### config.mk
export PLATFORM = sky130hd
export DESIGN_NAME = ma_stage
export DESIGN_NICKNAME = d
export VERILOG_FILES = /design/src/rtl/rv32_pkg.sv /design/src/rtl/ma_load_align.sv /design/src/rtl/ma_stage.sv
export SDC_FILE = /design/constraint.sdc
export NUM_CORES = 1
export LEC_CHECK = 0
export CORE_ASPECT_RATIO = 1.25
export CORE_MARGIN = 2
export CORE_UTILIZATION = 43
export CTS_CLUSTER_DIAMETER = 150
export DETAILED_ROUTE_END_ITERATION = 10
export GPL_ROUTABILITY_DRIVEN = 0
export GPL_TIMING_DRIVEN = 0
export PLACE_DENSITY = 0.77
export SETUP_SLACK_MARGIN = 0.02
export SYNTH_ARGS = -nofsm -noshare
export SYNTH_HDL_FRONTEND = slang
export SYNTH_HIERARCHICAL = 1
export SYNTH_SLANG_ARGS = --single-unit
### constraint.sdc
create_clock -name clk -period 2.26 [get_ports clk]
set_clock_uncertainty 0.2 [all_clocks]
set_input_delay 0.678 -clock clk [delete_from_list [all_inputs] [get_ports clk]]
set_output_delay 0.678 -clock clk [all_outputs]
set_load 0.05 [all_outputs]
### src/rtl/rv32_pkg.sv
// Shared RV32 opcode/funct3 constants and the memory-access stage state type.
// Misalignment helper is used only when MA_MISALIGN_TRAP_EN is defined.
package rv32_pkg;

  localparam logic [6:0] OP_LOAD  = 7'b0000011;
  localparam logic [6:0] OP_STORE = 7'b0100011;

  localparam logic [2:0] F3_B  = 3'b000;
  localparam logic [2:0] F3_H  = 3'b001;
  localparam logic [2:0] F3_W  = 3'b010;
  localparam logic [2:0] F3_BU = 3'b100;
  localparam logic [2:0] F3_HU = 3'b101;

  typedef enum logic {
    IDLE,
    WAIT
  } ma_state_t;

  // Unknown load funct3 decodes as a word, so it gets the word alignment rule.
  function automatic logic is_misaligned(input logic [2:0] funct3, input logic [1:0] addr_lo,
                                         input logic is_load);
    logic r_mis;
    r_mis = 1'b0;
    if (funct3 == F3_B || (is_load && funct3 == F3_BU)) begin
      r_mis = 1'b0;
    end else if (funct3 == F3_H || (is_load && funct3 == F3_HU)) begin
      r_mis = addr_lo[0];
    end else begin
      r_mis = (addr_lo != 2'b00);
    end
    return r_mis;
  endfunction

endpackage

### src/rtl/ma_load_align.sv
// Combinational load-data lane select and sign/zero extension.
module ma_load_align
  import rv32_pkg::*;
(
  input  logic [31:0] i_rdata,
  input  logic [1:0]  i_addr_lo,
  input  logic [2:0]  i_funct3,
  output logic [31:0] o_data
);

  logic [7:0]  w_byte;
  logic [15:0] w_half;

  always_comb begin
    w_byte = i_rdata[7:0];
    unique case (i_addr_lo)
      2'b00: w_byte = i_rdata[7:0];
      2'b01: w_byte = i_rdata[15:8];
      2'b10: w_byte = i_rdata[23:16];
      2'b11: w_byte = i_rdata[31:24];
      default: w_byte = i_rdata[7:0];
    endcase
    w_half = i_addr_lo[1] ? i_rdata[31:16] : i_rdata[15:0];
  end

  always_comb begin
    o_data = i_rdata;
    case (i_funct3)
      F3_B:    o_data = {{24{w_byte[7]}}, w_byte};
      F3_H:    o_data = {{16{w_half[15]}}, w_half};
      F3_BU:   o_data = {24'h0, w_byte};
      F3_HU:   o_data = {16'h0, w_half};
      default: o_data = i_rdata;
    endcase
  end

endmodule

### src/rtl/ma_stage.sv
// Memory-access pipeline stage: issues dmem req/ack transactions and registers MA/WB results.
// Optional MA_MISALIGN_TRAP_EN retires misaligned accesses in one cycle with exc_Wb set.
module ma_stage
  import rv32_pkg::*;
#(
  parameter int unsigned XLEN = 32
) (
  input  logic            clk,
  input  logic            rst_n,
  input  logic            valid_Ma,
  input  logic [XLEN-1:0] pc_Ma,
  input  logic [XLEN-1:0] alu_out_Ma,
  input  logic [XLEN-1:0] rs2_Ma,
  input  logic [31:0]     inst_Ma,
  output logic            stall_Ma,
  output logic            dmem_req,
  output logic            dmem_we,
  output logic [XLEN-1:0] dmem_addr,
  output logic [XLEN-1:0] dmem_wdata,
  output logic [3:0]      dmem_be,
  input  logic            dmem_ack,
  input  logic [XLEN-1:0] dmem_rdata,
  output logic            valid_Wb,
  output logic [XLEN-1:0] pc_Wb,
  output logic [XLEN-1:0] alu_out_Wb,
  output logic [XLEN-1:0] mem_data_Wb,
  output logic [31:0]     inst_Wb,
  output logic            exc_Wb
);

  ma_state_t r_state, w_state_d;

  logic [XLEN-1:0] r_req_pc, r_req_alu, r_req_wdata;
  logic [31:0]     r_req_inst;
  logic [3:0]      r_req_be;
  logic            r_req_we;

  logic            r_valid_wb;
  logic [XLEN-1:0] r_pc_wb, r_alu_wb, r_mem_wb;
  logic [31:0]     r_inst_wb;

  logic [6:0]      w_opcode;
  logic [2:0]      w_funct3;
  logic            w_is_load, w_is_store, w_is_mem, w_misalign;
  logic            w_wait, w_issue, w_retire_now, w_ack_done;
  logic [3:0]      w_be;
  logic [XLEN-1:0] w_wdata, w_load_data;

  assign w_opcode   = inst_Ma[6:0];
  assign w_funct3   = inst_Ma[14:12];
  assign w_is_load  = (w_opcode == OP_LOAD);
  assign w_is_store = (w_opcode == OP_STORE);
  assign w_is_mem   = w_is_load | w_is_store;

`ifdef MA_MISALIGN_TRAP_EN
  assign w_misalign = w_is_mem & is_misaligned(w_funct3, alu_out_Ma[1:0], w_is_load);
`else
  assign w_misalign = 1'b0;
`endif

  assign w_wait       = (r_state == WAIT);
  assign w_issue      = (r_state == IDLE) & valid_Ma & w_is_mem & ~w_misalign;
  assign w_retire_now = (r_state == IDLE) & valid_Ma & (~w_is_mem | w_misalign);
  assign w_ack_done   = w_wait & dmem_ack;

  // Loads carry no byte enables; only stores fill lanes.
  always_comb begin
    w_be    = 4'b0000;
    w_wdata = rs2_Ma;
    if (w_is_store) begin
      case (w_funct3)
        F3_B: begin
          w_be    = 4'b0001 << alu_out_Ma[1:0];
          w_wdata = {4{rs2_Ma[7:0]}};
        end
        F3_H: begin
          w_be    = 4'b0011 << {alu_out_Ma[1], 1'b0};
          w_wdata = {2{rs2_Ma[15:0]}};
        end
        default: begin
          w_be    = 4'b1111;
          w_wdata = rs2_Ma;
        end
      endcase
    end
  end

  always_comb begin
    w_state_d = r_state;
    unique case (r_state)
      IDLE:    if (w_issue) w_state_d = WAIT;
      WAIT:    if (dmem_ack) w_state_d = IDLE;
      default: w_state_d = IDLE;
    endcase
  end

  always_ff @(posedge clk or negedge rst_n) begin
    if (!rst_n) begin
      r_state <= IDLE;
    end else begin
      r_state <= w_state_d;
    end
  end

  always_ff @(posedge clk or negedge rst_n) begin
    if (!rst_n) begin
      r_req_pc    <= '0;
      r_req_alu   <= '0;
      r_req_wdata <= '0;
      r_req_inst  <= '0;
      r_req_be    <= '0;
      r_req_we    <= 1'b0;
    end else if (w_issue) begin
      r_req_pc    <= pc_Ma;
      r_req_alu   <= alu_out_Ma;
      r_req_wdata <= w_wdata;
      r_req_inst  <= inst_Ma;
      r_req_be    <= w_be;
      r_req_we    <= w_is_store;
    end
  end

  ma_load_align u_load_align (
    .i_rdata   (dmem_rdata),
    .i_addr_lo (r_req_alu[1:0]),
    .i_funct3  (r_req_inst[14:12]),
    .o_data    (w_load_data)
  );

  always_ff @(posedge clk or negedge rst_n) begin
    if (!rst_n) begin
      r_valid_wb <= 1'b0;
      r_pc_wb    <= '0;
      r_alu_wb   <= '0;
      r_mem_wb   <= '0;
      r_inst_wb  <= '0;
    end else begin
      r_valid_wb <= w_retire_now | w_ack_done;
      if (w_retire_now) begin
        r_pc_wb   <= pc_Ma;
        r_alu_wb  <= alu_out_Ma;
        r_mem_wb  <= '0;
        r_inst_wb <= inst_Ma;
      end else if (w_ack_done) begin
        r_pc_wb   <= r_req_pc;
        r_alu_wb  <= r_req_alu;
        r_mem_wb  <= r_req_we ? '0 : w_load_data;
        r_inst_wb <= r_req_inst;
      end
    end
  end

`ifdef MA_MISALIGN_TRAP_EN
  logic r_exc_wb;

  always_ff @(posedge clk or negedge rst_n) begin
    if (!rst_n) begin
      r_exc_wb <= 1'b0;
    end else if (w_retire_now) begin
      r_exc_wb <= w_misalign;
    end else if (w_ack_done) begin
      r_exc_wb <= 1'b0;
    end
  end

  assign exc_Wb = r_exc_wb;
`else
  assign exc_Wb = 1'b0;
`endif

  // Request signals decode from state so an async reset drops them immediately.
  assign stall_Ma   = w_wait;
  assign dmem_req   = w_wait;
  assign dmem_we    = w_wait & r_req_we;
  assign dmem_addr  = w_wait ? {r_req_alu[XLEN-1:2], 2'b00} : '0;
  assign dmem_wdata = w_wait ? r_req_wdata : '0;
  assign dmem_be    = w_wait ? r_req_be : 4'b0000;

  assign valid_Wb    = r_valid_wb;
  assign pc_Wb       = r_pc_wb;
  assign alu_out_Wb  = r_alu_wb;
  assign mem_data_Wb = r_mem_wb;
  assign inst_Wb     = r_inst_wb;

endmodule

==> results.md, run 1 <==
- DRC errors left: 0
- Flops & latches, synth: 263
- Worst endpoint required time: 1.38 ns
- CTS HTree Levels: 1
- Clk sinks: 263
- Seq/Total Area, Yosys: 52.8%
- Final Hold Fails: 0
- Crit Path Max Fanout: 7
- RSZ-0062 raised after global routing: yes
- Most frequent cells in the layout: dfrtp_1, clkdlybuf4s50_1, clkdlybuf4s15_2
- Reg-to-Reg Start: dmem_req
- Synth-to-Final Area Change: 48.6%
- Power Density: 706 nW/µm²
- Mapped Area: 12500 µm²
- Failing checks: setup timing
- Drt pass-1 iters: 5
- Worst r2r path cells: 7
- Largest area contributor in the netlist: dfrtp_1
- Final-stage net count: 1639
- Vias in the first global route: around 11000
- Placed cell count: 1776
- Worst-Margin Slew: 0.869 ns
- Site Rows: 69
- Max_slew headroom: 42.1%
- Die Area: 30400 µm²
- Pleak: 8.54 nW
- Most common cell after layout, fill and taps aside: dfrtp_1
- Fmax: ~370 MHz
- DP Worst Slack: -1.31 ns
- CTS tree: built
- Fillers: roughly 2200
- First-iteration detailed-routing DRC count: 562
- Ant. Diodes: 0
- Max Slew Vio Count: 0
- Critical path arrival: 1.82 ns
- Core box area: 28500 µm²
- Async SR Flop Fraction: 100%
- Worst Hold Class: in -> async
- Port Buffer Count: 361
- Share of cells above drive strength 1: roughly 40%
- Final ANT Viol Nets: 0
- Initial core utilization: ~44%
- Via count: 10442
- Post-layout min period: 2.70 ns
- Syn avg cell area: 11.8 µm²
- Reg2Reg Capture Point: r_req_wdata[2]
- Status: complete, but fails checks
- Storage element area: 6580 µm²
- Hpwl dp: about 29000 µm
- Initial antenna violation count: 0
- Final setup margin: -0.439 ns
- CTS buffer count: 27
- Setup Viol. Count Final: 67
- Largest net degree at the start of global routing: 111
- Die height: 194 µm
- First-pass GRT wire length: 62700 µm
- Horiz. Die Dim: 156 µm
- Layout Cells excl Fill: 1849
- Root Buffer: clkbuf_16
- Cell variety after synth: 44
- Post-synth EDFFs: 0
- Ports: about 370
- Wirelength per Cell: 22.1 µm
- Post-Route WL: between 40000 and 50000 µm
- Reg clk slew, reported paths: 0.07 ns
- Main synth FF type: dfrtp_1
- Critical path type: reg -> out
- Multi-input gate area: 5600 µm²
- DR vias/cell: 5.65
- Clk Latency, worst-skew pair: 0.53 ns
- Critical Path Source Type: flip-flop
- Share of the synthesized area in the top cell type: 52.8%
- Worst reg2reg setup slack: 0.10 ns
- Final Cycle Share: 119%
- YS warnings: 6
- Crit path from: dmem_req
- Global route overflow: 0
- Largest cells by area after synthesis: dfrtp_1, mux2_2, a221o_1, and2_1, mux2_4
- Global Route Usage Sum: 26.2%
- # Max-Cap Violations: 0
- Max clock buf depth: 3
- CP Capture Type: output port
- Post-Syn Instances: between 1000 and 1500
- Tot Pwr: between 10 and 15 mW
- VDD IR max: 0.000666 V
[per-layer routing]
layer,track usage [%],wire length (µm),up-vias
li1,-,-,4675
met1,32.6,16200,5223
met2,45.0,20200,453
met3,5.84,3050,91
met4,8.73,1430,0
met5,0,0,-
[power breakdown]
part	total (mW)	internal [mW]	switching [mW]	leakage, nW
Sequential	5.54	5.22	0.318	3.40
Combinational	2.95	1.28	1.67	4.70
Clock	4.61	2.74	1.87	0.447
Total	13.1	9.24	3.86	8.54
[synthesized netlist by cell type, types with 6 or more instances]
| library cell | number |
|---|---|
| mux2_4 | 30 |
| a22oi_1 | 17 |
| o31ai_1 | 36 |
| nand2_1 | 102 |
| mux2_1 | 7 |
| mux2_2 | 132 |
| clkbuf_1 | 62 |
| buf_4 | 6 |
| a22o_1 | 7 |
| o21ai_0 | 15 |
| a211oi_1 | 8 |
| and2_1 | 73 |
| a221o_1 | 62 |
| inv_1 | 6 |
| dfrtp_1 | 263 |
| nor2_1 | 20 |
| buf_6 | 13 |
| and3_1 | 62 |
| nand3b_1 | 32 |
| a31oi_1 | 16 |
| buf_2 | 15 |
| nor2b_1 | 11 |
| a21oi_1 | 34 |
[cell families after synthesis]
family	share of synthesized area (%)
AO/OA/AOI/OAI	12.7
multiplexers	16.4
buffers and inverters	4.21
other	0.0301
flip-flops	52.8
AND/OR/NAND/NOR	13.9
[stage by stage]
| stage | instance area (µm²) | TNS [ns] | utilization [%] | hold WS (ns) |
|---|---|---|---|---|
| global placement | 16800 | -3208.93 | 58.8 | 0.244 |
| floorplan | 12700 | -6.07 | - | 0.182 |
| finish | 18500 | -26.25 | 65.1 | 0.00245 |
| global route | 18500 | -28.99 | 65.1 | 0.0761 |
| detailed placement | 16800 | -320.64 | 59.1 | 0.258 |
| CTS | 18500 | -28.90 | 64.8 | 0.0455 |
[registers in the layout, indices dropped and copies added (netlist names), 4 cells and up]
signal,count
inst_Wb,32
pc_Wb,32
r_req_wdata,32
mem_data_Wb,32
alu_out_Wb,32
r_req_pc,32
r_req_inst,32
r_req_be,4
r_req_alu,32
[layout make-up]
| cell class | instances | area share (%) |
|---|---|---|
| Timing Repair Buffer | 391 | 22.8 |
| Inverter | 6 | 0.121 |
| Multi-Input combinational cell | 692 | 30.2 |
| Sequential cell | 263 | 35.5 |
| Buffer | 94 | 4.02 |
| Tap cell | 355 | 2.40 |
| Clock buffer | 42 | 4.49 |
| Clock inverter | 6 | 0.459 |
[worst max-delay path, cell delays in order (launching register included)]
cell,delay (ns)
dfrtp_2,0.41
buf_8,0.13
clkbuf_16,0.14
clkbuf_16,0.16
clkbuf_16,0.16
and2_4,0.14
buf_12,0.14
[how the worst max path moves through the flow]
| stage | to | cells past startpoint |
|---|---|---|
| finish | dmem_be[1] | 6 |
| global route | dmem_be[1] | 6 |
| CTS | dmem_be[2] | 6 |
| detailed placement | mem_data_Wb[11] | 7 |
| global placement | dmem_req | 1 |
| floorplan | dmem_addr[10] | 4 |
[repair_timing]
action,in CTS,in global routing
pin swaps,26,3
endpoints found under the setup margin,461,194
hold endpoints to repair,0,0
buffers inserted,21,2
resized for setup,962,43
hold buffers,0,0
cloned,5,0
Power figures use the tool's default switching activity.
==> inputs of run 2 (changes only) <==
- CORE_ASPECT_RATIO: 1.25 -> 0.5
==> results.md, run 2 (synthesized netlist as in run 1, its figures left out) <==
- Drt pass-1 iters: 6 (+1)
- Global Route Usage Sum: 27.5% (+1.3 points)
- Highest Signal Layer: met4
- Critical path type: reg -> out
- Post-Route WL: 44000 µm (+7.9%)
- Largest net degree at the start of global routing: 126 (+14%)
- CTS HTree Levels: 1 (unchanged)
- Initial core utilization: 43.4% (-0.38 points)
- DRC errors left: 0 (unchanged)
- VDD IR max: 0.000484 V (-27%)
- Share of cells above drive strength 1: 41.5% (+1.4 points)
- Top delay family on crit path: buffers and inverters
- Crit Path Max Fanout: 7 (unchanged)
- Port Buffer Count: 361 (unchanged)
- CP bufs+invs: 4 (-1)
- Final Hold Fails: 0 (unchanged)
- Max clock buf depth: 3 (unchanged)
- Critical path cell sequence: buf_8, clkbuf_16, clkbuf_16, and2_4, buf_8
- Via count: 10926 (+4.6%)
- Clk Latency, worst-skew pair: 0.55 ns (+0.02 ns)
- Synth-to-Final Area Change: 54.4%
- Max_slew headroom: 63.5% (+21 points)
- Worst endpoint required time: 1.38 ns (about the same)
- Vias in the first global route: 11045 (+1.4%)
- Wirelength per Cell: 23.2 µm (+5.0%)
- Most common cell after layout, fill and taps aside: dfrtp_1
- Wire length on met3: 2620 µm (-14%)
- Clk sinks: 263 (unchanged)
- # Max-Cap Violations: 0 (unchanged)
- CTS tree: built
- CTS buffer count: 25 (-7.4%)
- Final core area utilization: 67.0% (+1.9 points)
- Met2 routed WL: 21700 µm (+7.5%)
- Failing checks: setup timing
- Critical path arrival: 1.76 ns (-0.06 ns)
- Max Slew Vio Count: 0 (unchanged)
- DR vias/cell: 5.75 (+1.8%)
- Final ANT Viol Nets: 0 (unchanged)
- Worst hold slack: 0.246 ns (+0.243 ns)
- Critical Path Source Type: flip-flop
- Multi-input gate area: 5760 µm² (+2.8%)
- Worst-Margin Slew: 0.547 ns (-0.322 ns)
- Power Density: 679 nW/µm² (-3.9%)
- Fmax: 380 MHz (+2.5%)
- Ports: 365 (unchanged)
- Site Rows: 44 (-36%)
- RSZ-0062 raised after global routing: yes
- Slowest cell delay on critical path: 0.43 ns (+0.02 ns)
- First-pass GRT wire length: 65400 µm (+4.4%)
- Max stage delay cell, worst path: dfrtp_2
- Die Area: 30500 µm² (+0.24%)
- Initial antenna violation count: 5 (+5)
- Hpwl dp: 29700 µm (+3.5%)
- Root Buffer: clkbuf_16
- Routed met1 length: 17600 µm (+8.9%)
- First-iteration detailed-routing DRC count: 901 (+60%)
- Reg clk slew, reported paths: 0.07 ns (about the same)
- Pleak: 8.81 nW (+3.1%)
- Post-layout min period: 2.63 ns (-0.0652 ns)
- Die height: 124 µm (-36%)
- Most frequent cells in the layout: dfrtp_1, clkdlybuf4s50_1, clkdlybuf4s15_2
- Core box area: 28700 µm² (+0.87%)
- Status: complete, but fails checks
- Storage element area: 6590 µm² (about the same)
- Final setup margin: -0.374 ns (+0.0652 ns)
- Fillers: 2020 (-8.1%)
- Final-stage net count: 1652 (+0.79%)
- Worst Hold Class: in -> reg
- Setup Viol. Count Final: 98 (+46%)
- Global route overflow: 0 (unchanged)
- CP Capture Type: output port
- Horiz. Die Dim: 245 µm (+57%)
- Final Cycle Share: 117% (-2.9 points)
run 2: changes by cell type in the layout (fill, tap and decap cells not counted), moves of 9 or more:
cell / before / now
and2_4: 26 / 67
o31ai_2: 1 / 12
buf_6: 41 / 12
and2_2: 42 / 1
buf_12: 4 / 13
buf_8: 34 / 79
buf_4: 43 / 33
o31ai_1: 35 / 23
clkbuf_8: 18 / 8
run 2: tightest hold or removal path, cell delays in order:
cell and delay [ns]:
clkbuf_2 0.13, a22oi_1 0.07, o21ai_0 0.08
run 2: where the power goes:
group,switching [mW],total (mW),internal [mW]
registers,0.345,5.56,5.22
logic,1.71,3.05,1.33
clock network,1.89,4.46,2.57
run 2: path summary, 6_finish.rpt:
check	slack [ns]	end	cells past startpoint	start
worst max register to register	0.03	r_req_alu[6]	8	dmem_req
worst max-delay path	-0.37	dmem_be[1]	5	dmem_req
min in group asynchronous	0.39	mem_data_Wb[13]	2	rst_n
worst min-delay path	0.25	inst_Wb[2]	3	inst_Ma[2]
worst min register to register	0.29	r_req_inst[4]	1	r_req_inst[4]
max in group asynchronous	0.29	alu_out_Wb[4]	4	rst_n
run 2: cell type report:
class / instances / area share, %
antenna: 5 / 0.0650
buffer: 93 / 4.35
clock buffer: 37 / 3.79
clock inverter: 7 / 0.591
inverter: 6 / 0.117
multi-input combinational: 692 / 29.9
sequential: 263 / 34.2
tap: 391 / 2.54
timing repair buffer: 407 / 24.4
run 2: what timing repair did:
item                       in CTS  in global routing
gates resized for setup      1071                 92
buffers inserted               16                 15
hold endpoints to repair       34                  0
setup endpoints to repair     461                369
pin swaps                      25                  3
gates cloned                    9                  3
hold buffers                    1                  0
run 2: per-layer routing:
metal  GRT usage [%]  vias to the layer above
li1                -                     4697
met1            35.3                     5582
met2            47.2                      496
met3            3.94                      151
met4            10.4                        0
met5               0                        -
run 2: through the flow:
step | setup TNS, ns | setup slack (ns) | std cells | power [mW] | instance area (µm²)
2_1_floorplan | -6.07 | -0.0878 | 1058 | 7.29 | 12700
3_3_place_gp | -3085.89 | -11.60 | 1810 | 8.42 | 16800
3_5_place_dp | -301.04 | -1.23 | 1812 | 8.51 | 16900
4_1_cts | -22.72 | -0.369 | 1880 | 13.0 | 18800
5_1_grt | -24.68 | -0.399 | 1901 | 13.5 | 19300
6_report | -22.87 | -0.374 | 1901 | 13.1 | 19300
